## src/rtl/block_emitter.sv

```systemverilog
// rtl/block_emitter.sv - begin/end token stream to ASCII character serializer
//
// Turns BEGIN/END/WORD/NOP tokens into the text "begin", "end" or a single
// character, one character per clock, with one space between consecutive
// emitted tokens. Tracks nesting depth and raises a sticky error on
// overflow (BEGIN at maximum depth) or underflow (END at depth 0).
//
// Optional feature macro: END_GUARD_EN
//   defined   - an END at depth 0 is swallowed (no separator, no text)
//   undefined - an END at depth 0 is still emitted as "end"
//
// Ports:
//   clk        in   rising-edge clock
//   reset      in   synchronous active-low reset
//   tok_valid  in   token offered
//   tok_ready  out  token accepted this cycle when tok_valid=1
//   tok_type   in   00=BEGIN 01=END 10=WORD 11=NOP
//   tok_char   in   character for WORD tokens
//   out_valid  out  out_char carries a stream character
//   out_char   out  stream character, space when out_valid=0
//   depth      out  nesting depth (lags the accept by one cycle)
//   balanced   out  depth==0 and no error
//   error      out  sticky illegal-sequence flag

module block_emitter #(
    parameter int DEPTH_W = 8
) (
    input  logic               clk,
    input  logic               reset,
    input  logic               tok_valid,
    output logic               tok_ready,
    input  logic [1:0]         tok_type,
    input  logic [7:0]         tok_char,
    output logic               out_valid,
    output logic [7:0]         out_char,
    output logic [DEPTH_W-1:0] depth,
    output logic               balanced,
    output logic               error
);

    typedef enum logic [1:0] {
        IDLE = 2'd0,
        SEP  = 2'd1,
        EMIT = 2'd2
    } state_t;

    localparam logic [1:0] T_BEGIN = 2'b00;
    localparam logic [1:0] T_END   = 2'b01;
    localparam logic [1:0] T_WORD  = 2'b10;
    localparam logic [1:0] T_NOP   = 2'b11;

    localparam logic [DEPTH_W-1:0] DEPTH_MAX  = '1;
    localparam logic [DEPTH_W-1:0] DEPTH_ZERO = '0;
    localparam logic [DEPTH_W-1:0] DEPTH_ONE  = {{(DEPTH_W-1){1'b0}}, 1'b1};

    localparam logic [7:0] CH_SPACE = 8'h20;
    localparam logic [7:0] CH_UNDER = 8'h5F;

    state_t              state_q, state_d;
    logic [1:0]          type_q, type_d;
    logic [7:0]          char_q, char_d;
    logic [2:0]          idx_q, idx_d;
    logic                started_q, started_d;
    // level/err_now reflect the latest accept immediately; depth/error are
    // their one-cycle-delayed copies so they move with the first character.
    logic [DEPTH_W-1:0]  level_q, level_d;
    logic                err_now_q, err_now_d;
    logic [DEPTH_W-1:0]  depth_q, depth_d;
    logic                error_q, error_d;
    logic                out_valid_q, out_valid_d;
    logic [7:0]          out_char_q, out_char_d;

    logic                last_char;
    logic                ready_w;
    logic                accept;
    logic                drop_end;
    logic                emit_new;

    function automatic logic [2:0] last_idx(input logic [1:0] t);
        logic [2:0] r;
        case (t)
            T_BEGIN: r = 3'd4;
            T_END:   r = 3'd2;
            default: r = 3'd0;
        endcase
        return r;
    endfunction

    function automatic logic [7:0] tok_text(input logic [1:0] t,
                                            input logic [7:0] c,
                                            input logic [2:0] i);
        logic [7:0] r;
        r = CH_SPACE;
        case (t)
            T_BEGIN: begin
                case (i)
                    3'd0:    r = 8'h62; // b
                    3'd1:    r = 8'h65; // e
                    3'd2:    r = 8'h67; // g
                    3'd3:    r = 8'h69; // i
                    default: r = 8'h6E; // n
                endcase
            end
            T_END: begin
                case (i)
                    3'd0:    r = 8'h65; // e
                    3'd1:    r = 8'h6E; // n
                    default: r = 8'h64; // d
                endcase
            end
            // A literal space would be read as a separator downstream.
            T_WORD:  r = (c == CH_SPACE) ? CH_UNDER : c;
            default: r = CH_SPACE;
        endcase
        return r;
    endfunction

    always_comb begin
        last_char = (state_q == EMIT) && (idx_q == last_idx(type_q));
        ready_w   = (state_q == IDLE) || last_char;
        accept    = tok_valid && ready_w;
`ifdef END_GUARD_EN
        drop_end  = (tok_type == T_END) && (level_q == DEPTH_ZERO);
`else
        drop_end  = 1'b0;
`endif
        emit_new  = accept && (tok_type != T_NOP) && !drop_end;
    end

    always_comb begin
        state_d     = state_q;
        type_d      = type_q;
        char_d      = char_q;
        idx_d       = idx_q;
        started_d   = started_q;
        level_d     = level_q;
        err_now_d   = err_now_q;
        depth_d     = level_q;
        error_d     = err_now_q;
        out_valid_d = (state_q != IDLE);
        out_char_d  = CH_SPACE;

        if (state_q == SEP) begin
            out_char_d = CH_SPACE;
        end else if (state_q == EMIT) begin
            out_char_d = tok_text(type_q, char_q, idx_q);
        end

        if (accept) begin
            case (tok_type)
                T_BEGIN: begin
                    if (level_q == DEPTH_MAX) err_now_d = 1'b1;
                    else                      level_d   = level_q + DEPTH_ONE;
                end
                T_END: begin
                    if (level_q == DEPTH_ZERO) err_now_d = 1'b1;
                    else                       level_d   = level_q - DEPTH_ONE;
                end
                default: ;
            endcase
        end

        if (emit_new) begin
            type_d    = tok_type;
            char_d    = tok_char;
            idx_d     = 3'd0;
            started_d = 1'b1;
            state_d   = started_q ? SEP : EMIT;
        end else begin
            case (state_q)
                SEP: begin
                    state_d = EMIT;
                    idx_d   = 3'd0;
                end
                EMIT: begin
                    if (last_char) state_d = IDLE;
                    else           idx_d   = idx_q + 3'd1;
                end
                default: ;
            endcase
        end
    end

    always_ff @(posedge clk) begin
        if (!reset) begin
            state_q     <= IDLE;
            type_q      <= T_NOP;
            char_q      <= CH_SPACE;
            idx_q       <= 3'd0;
            started_q   <= 1'b0;
            level_q     <= DEPTH_ZERO;
            err_now_q   <= 1'b0;
            depth_q     <= DEPTH_ZERO;
            error_q     <= 1'b0;
            out_valid_q <= 1'b0;
            out_char_q  <= CH_SPACE;
        end else begin
            state_q     <= state_d;
            type_q      <= type_d;
            char_q      <= char_d;
            idx_q       <= idx_d;
            started_q   <= started_d;
            level_q     <= level_d;
            err_now_q   <= err_now_d;
            depth_q     <= depth_d;
            error_q     <= error_d;
            out_valid_q <= out_valid_d;
            out_char_q  <= out_char_d;
        end
    end

    assign tok_ready = ready_w;
    assign out_valid = out_valid_q;
    assign out_char  = out_char_q;
    assign depth     = depth_q;
    assign error     = error_q;
    assign balanced  = (depth_q == DEPTH_ZERO) && !error_q;

endmodule

```

## config.mk

```make
export PLATFORM = sky130hd
export DESIGN_NAME = block_emitter
export DESIGN_NICKNAME = d
export VERILOG_FILES = /design/src/rtl/block_emitter.sv
export SDC_FILE = /design/constraint.sdc
export NUM_CORES = 1
export LEC_CHECK = 0
export ABC_AREA = 1
export ABC_CLOCK_PERIOD_IN_PS = 2500
export CAP_MARGIN = 30
export CORE_MARGIN = 2
export CORE_UTILIZATION = 36
export CTS_CLUSTER_DIAMETER = 120
export DETAILED_ROUTE_END_ITERATION = 10
export PLACE_DENSITY = 0.57
export REMOVE_ABC_BUFFERS = 1
export SKIP_LAST_GASP = 1
export SYNTH_ARGS = -nofsm -noshare
export SYNTH_HDL_FRONTEND = slang
export SYNTH_SLANG_ARGS = --single-unit
export TNS_END_PERCENT = 20
```

## constraint.sdc

```tcl
create_clock -name clk -period 2.5 [get_ports clk]
set_input_delay 0.5 -clock clk [delete_from_list [all_inputs] [get_ports clk]]
set_output_delay 0.5 -clock clk [all_outputs]
set_load 0.01 [all_outputs]
```

== Yosys cells after proc, flatten, opt, wreduce, memory -nomap -nowiden ==
Cells that the tools add are included.

* $add $sub $neg: 3
* Eq/ne operators: 18
* Multiplexer cells: 17
* Bitwise gates (word level): 2
* Reductions and logical operators: 22

{| class="wikitable"
|+ Operator list
! operator !! number
|-
| 8-bit two-way mux || 3
|-
| 8-bit case mux with 3 select lines || 1
|-
| 8-bit zero test || 2
|-
| 4-bit case mux with 4 select lines || 1
|-
| 8-bit case mux with 2 select lines || 1
|-
| 2-bit != test (second input constant) || 6
|-
| 3-bit case mux with 2 select lines || 2
|-
| 8-bit by 1-bit adder with 8-bit output (second input constant) || 1
|-
| 8-bit by 6-bit == test with 1-bit output (second input constant) || 1
|-
| 8-bit == test (second input constant) || 1
|-
| 4-bit case mux with 2 select lines || 1
|-
| 4-bit AND reduction || 2
|-
| 8-bit by 1-bit subtractor with 8-bit output (second input constant) || 1
|-
| 2-bit by 1-bit == test with 1-bit output (second input constant) || 3
|-
| 3-bit by 2-bit == test with 1-bit output (second input constant) || 2
|-
| 2-bit zero test || 3
|-
| 2-bit two-way mux || 3
|-
| 2-bit nonzero test || 3
|-
| 2-bit == test (second input constant) || 2
|-
| 1-bit logical AND || 4
|-
| 2-bit case mux with 2 select lines || 1
|-
| 2-bit AND reduction || 2
|-
| 3-bit by 1-bit adder with 3-bit output (second input constant) || 1
|-
| 3-bit by 1-bit == test with 1-bit output (second input constant) || 1
|-
| other kinds (12) || 14
|}

* Flip-flop bits (word level): 43
* Logic and storage cells: 73

== Depth between registers and ports, before layout ==
* Depth in word-level cells: 9
* Mapped depth: 12
* Mapped depth without buffers: 12

== Least setup slack after synthesis ==
Ideal clock, no wire load.

* Kind: input port to flip-flop
* Start: in tok_type[1]
* End: reg level_q[5], in the netlist depth_d[5]
* Setup time: 113 ps
* Data arrival time: 1697 ps
* Required time: 2387 ps
* Slack: 689 ps
* Stages: 12
* Buffers on the path: 0
* Cell sequence: inv_1 nand2_1 inv_1 ha_1 a21oi_1 a21oi_1 nor2_1 nand2_1 nand2_1 nor2_1 nand3_1 nand2_1

* Word-level cells in the longest chain between the ends: 3
* Elaborated cells between the ends (all ways): 7

{| class="wikitable"
|+ Ends and longest elaborated chain
! item !! line !! RTL
|-
| from (decl) || 32 || <nowiki>input logic [1:0] tok_type,</nowiki>
|-
| 2-bit by 1-bit == test with 1-bit output or 2-bit zero test (tied branches) || 150 || <nowiki>case (tok_type)</nowiki>
|-
| 2-bit != test (no source line) or 2-bit nonzero test (tied branches) || n/a ||
|-
| 4-bit AND reduction (no source line) || n/a ||
|-
| to (signal assigned) || 203 || <nowiki>level_q <= level_d;</nowiki>
|-
| to (decl) || 66 || <nowiki>logic [DEPTH_W-1:0] level_q, level_d;</nowiki>
|}

Parallel ways exist; a longest one is shown, timed or not.
A chain may end at the register's enable or synchronous reset.

== Worst setup path in the final report ==
* Start: reg type_q[1]
* End: out tok_ready

* Word-level cells in the longest chain between the ends: 5
* Elaborated cells between the ends (all ways): 6

{| class="wikitable"
|+ Ends and longest elaborated chain
! item !! line !! RTL
|-
| from (decl) || 60 || <nowiki>logic [1:0] type_q, type_d;</nowiki>
|-
| from (signal assigned) || 199 || <nowiki>type_q <= type_d;</nowiki>
|-
| 2-bit by 1-bit == test with 1-bit output or 2-bit zero test (tied branches) || 81 || <nowiki>case (t)</nowiki>
|-
| 3-bit case mux with 2 select lines (*) || 81 ||
|-
| 3-bit == test (*) || 119 || <nowiki>last_char = (state_q == EMIT) && (idx_q == last_idx(type_q));</nowiki>
|-
| 1-bit logical AND (*) || 119 ||
|-
| 1-bit logical OR (*) || 120 || <nowiki>ready_w = (state_q == IDLE) || last_char;</nowiki>
|-
| to (decl) || 31 || <nowiki>output logic tok_ready,</nowiki>
|}

Mark *: on every way between the ends. The rest lies on a longest branch, timed or not.

==> PnR_summary.wiki <==
{| class="wikitable"
! Metric !! Value
|-
| Result of the run || completed
|-
| Category of the worst setup path capture point || primary output
|-
| Clk sink count || 43
|-
| Routability Congestion || 0.822
|-
| Top flip-flop cell by instance count after synthesis || sky130_fd_sc_hd__dfxtp_1
|-
| CTS resizes || 0
|-
| Slew @ Worst Pin || just over 0.4 ns
|-
| Startpoint of the most critical register-to-register path || depth_d[0]
|-
| Worst hold-check path type || reg -> reg
|-
| Power density over the cells || ~600 mW/mm2
|-
| Violation count after the first detailed-routing iteration || between 80 and 90
|-
| Clock root buffer master || sky130_fd_sc_hd__clkbuf_8
|-
| Post-route minimum period || 2.36 ns
|-
| GRT Resource Usage Total || approximately 16%
|-
| Standard cell area after detailed placement || 0.00265 mm2
|-
| Netlist Area Pre-Place || ~0.0022 mm2
|-
| Initial DRT Pass Iterations || 4
|-
| Starting utilization of the core area || a little under two fifths
|-
| TritonCTS Buffers || 5
|-
| Clk buf depth || 2
|-
| Area share of the largest cell type after synthesis || between 30% and 40%
|-
| Arrival time of data at the critical path endpoint || 1.86 ns
|-
| Clock Skew || 0.00368 ns
|-
| Post-layout net count || 391
|-
| Total of hold buffers inserted after clock tree synthesis || 0
|-
| Leakage || around 1.4 nW
|-
| Tightest slew margin relative to the limit || 72.2%
|-
| Sequence of cells on the critical path || nor2_4 > xor2_1 > nand3_2 > nand2_4 > clkdlybuf4s50_1
|-
| Final routed wire length divided by cell count || 10.5 um
|-
| Count of input and output buffers || 32
|-
| HPWL reported at the end of detailed placement || approximately 3700 um
|-
| Post-Route WL || around 4600 um
|-
| Die height || 82.6 um
|-
| Die area || 0.00682 mm2
|-
| Yosys Warn Count || 0
|-
| # setup viols final || 0
|-
| Global-route wire length before repair || 8160 um
|-
| Via count of the first global-routing pass || between 1.5k and 2k
|-
| Share of layout cells above drive strength 1 || about 7.4%
|-
| Level count of the clock H-tree || 2
|-
| Number of flops mapped to enable cells by yosys || 0
|-
| Number of antenna repair diodes || 0
|-
| Accumulated negative setup slack || 0 ns
|-
| Peak Freq || 424 MHz
|-
| Cell with the biggest individual delay on the critical path || sky130_fd_sc_hd__clkdlybuf4s50_1
|-
| Ranking of synthesized cells by area || sky130_fd_sc_hd__dfxtp_1 (39%), sky130_fd_sc_hd__nand2_1 (17%), sky130_fd_sc_hd__inv_1 (8.6%), sky130_fd_sc_hd__nor2_1 (7.9%), sky130_fd_sc_hd__ha_1 (6.2%)
|-
| Post-route DRC violation count || 0
|-
| Number of placement rows || 28
|-
| GR Overflow Total || 0
|-
| Buffering stage count on the worst path with inverters included || 1
|-
| Cell type contributing the most total cell area after synthesis || sky130_fd_sc_hd__dfxtp_1
|-
| Final std cell area, no fill || 0.00276 mm2
|-
| Worst-path fanout max || 6
|-
| Final clock period utilization by the worst path || between 90% and 100%
|-
| Clock transition at the registers of the reported paths || 0.08 ns
|-
| Die Span X || 82.6 um
|-
| Reg-to-reg critical path endpoint || depth_d[6]
|-
| Gate count of the mapped netlist || roughly 330
|-
| Synthesized area per cell || 6.82 um2
|-
| Final ANT Viol Nets || 0
|-
| Vias per cell || 4.47
|-
| Post-CTS setup buffers || 0
|-
| # IOs || 33
|-
| Register Area || 862 um2
|-
| Largest net degree at the start of global routing || 22
|-
| Worst stage delay on the critical path || 0.54 ns
|-
| Gate family responsible for the most delay along the worst path || buffers and inverters
|-
| Share of synthesized area occupied by flip-flops and latches || 38.7%
|-
| Area growth syn-to-layout || 24.3%
|-
| Kind of launch point of the worst setup path || flop
|-
| Number of cells on the worst hold path || 2
|-
| Maximum vdd ir drop || between 0.2 and 0.3 mV
|-
| CTS tree || done
|-
| Worst Setup EP || tok_ready
|-
| Async set-reset flop share out of synthesis || 0%
|-
| Fin. max-slew vios || 0
|-
| Worst endpoint required time || 2.00 ns
|-
| Type of the worst setup path || reg -> out
|-
| Register bit count reported by yosys || 43
|-
| Total via count in the routed design || 1974
|-
| Count of final hold-check violations || 0
|-
| Number of filler instances in the final layout || 628
|-
| Number of distinct library cell variants in the gate-level netlist after synthesis || 32
|-
| MaxCap Viol Count || 0
|-
| Logic depth of the worst setup path including buffers || 5
|-
| Core Area || 0.00596 mm2
|-
| Total area of multi-input combinational cells || 0.00111 mm2
|-
| Unrepaired setup endpoints after global routing || no
|-
| Source of the critical timing path || type_q[1]
|-
| Setup slack of the most critical reg-to-reg path || 0.90 ns
|-
| Clock Latency Late Sink || 0.29 ns
|-
| Antenna violations before repair || 0
|-
| Reg2reg path depth || 8
|}
[placed cells by master, fill, tap and decap left out, types with 2 or more instances in the layout]
master,Yosys,layout
sky130_fd_sc_hd__a21oi_1,12,12
sky130_fd_sc_hd__nor2_1,47,47
sky130_fd_sc_hd__a31oi_1,4,4
sky130_fd_sc_hd__nand4_1,5,5
sky130_fd_sc_hd__clkbuf_8,0,5
sky130_fd_sc_hd__xnor2_1,2,2
sky130_fd_sc_hd__dfxtp_1,43,42
sky130_fd_sc_hd__nor4_1,2,2
sky130_fd_sc_hd__nand2_1,101,101
sky130_fd_sc_hd__o21ai_0,13,13
sky130_fd_sc_hd__inv_2,2,2
sky130_fd_sc_hd__ha_1,11,11
sky130_fd_sc_hd__xor2_1,2,2
sky130_fd_sc_hd__clkdlybuf4s50_1,0,32
sky130_fd_sc_hd__nand3_1,9,9
sky130_fd_sc_hd__inv_1,51,51
sky130_fd_sc_hd__buf_4,3,8
sky130_fd_sc_hd__nand3_2,2,2
[registers in the layout, summed over array words and instances (netlist names)]
register   count
state_q        2
depth          8
type_q         2
err_now_q      1
out_char       8
char_q         8
idx_q          3
out_valid      1
error          1
started_q      1
depth_d        8
[cell usage after synthesis, types with 2 or more instances]
cell and instances:
sky130_fd_sc_hd__nor2_1 47, sky130_fd_sc_hd__ha_1 11, sky130_fd_sc_hd__dfxtp_1 43, sky130_fd_sc_hd__xnor2_1 2, sky130_fd_sc_hd__nand3_1 9, sky130_fd_sc_hd__nand3_2 2
sky130_fd_sc_hd__nand2_1 101, sky130_fd_sc_hd__nand4_1 5, sky130_fd_sc_hd__a31oi_1 4, sky130_fd_sc_hd__buf_4 3, sky130_fd_sc_hd__inv_1 51, sky130_fd_sc_hd__nor4_1 2
sky130_fd_sc_hd__a21oi_1 12, sky130_fd_sc_hd__inv_2 2, sky130_fd_sc_hd__xor2_1 2, sky130_fd_sc_hd__buf_2 2, sky130_fd_sc_hd__o21ai_0 13
[per-layer routing]
layer | routed length (um) | global-route usage [%]
met5 | 0 | 0
met4 | 67 | 4.92
met3 | 173 | 2.93
met2 | 2080 | 26.0
met1 | 2330 | 20.3
[cell type report]
| cell class | instances | share of cell area, % |
|---|---|---|
| multi-input combinational | 223 | 40.4 |
| sequential | 43 | 31.2 |
| timing repair buffer | 40 | 13.8 |
| inverter | 53 | 7.20 |
| tap | 75 | 3.40 |
| clock buffer | 5 | 2.49 |
| clock inverter | 3 | 1.59 |
[logic make-up after synthesis]
group                    share of synthesized area (%)
AND/OR/NAND/NOR                                   33.4
flip-flops                                        38.7
adder cells (fa/ha/maj)                           7.09
XOR/XNOR                                          1.58
AO/OA/AOI/OAI                                     8.11
buffers and inverters                             11.1
[stage by stage]
stage               cells  power [mW]  setup slack [ns]  util (%)  hold slack, ns
finish                442        1.65             0.143      46.4           0.447
global placement      434        1.13             0.135      44.5           0.428
floorplan             319        1.00             0.689         -           0.404
detailed placement    434        1.13            0.0383      44.5           0.439
CTS                   442        1.67            0.0933      46.4           0.454
global route          442        1.75            0.0326      46.4           0.475
[power breakdown]
part           switching, mW  internal [mW]  leakage (nW)
registers             0.0430          0.731         0.351
clock network          0.236          0.297        0.0581
logic                  0.194          0.148         0.998
[how the worst min path moves through the flow]
stage,start,endpoint
3_5_place_dp,err_now_q,error
6_report,err_now_q,error
3_3_place_gp,err_now_q,error
4_1_cts,err_now_q,error
5_1_grt,err_now_q,error
2_1_floorplan,err_now_q,error
[worst register-to-register path: cells and delay by family (launching register included)]
family | cells | cell delay, ns
adder cells (fa/ha/maj) | 1 | 0.46
buffers and inverters | 2 | 0.20
XOR/XNOR | 1 | 0.15
flip-flops | 1 | 0.41
AND/OR/NAND/NOR | 4 | 0.32
Note: power is estimated with default switching activity, not from simulation.
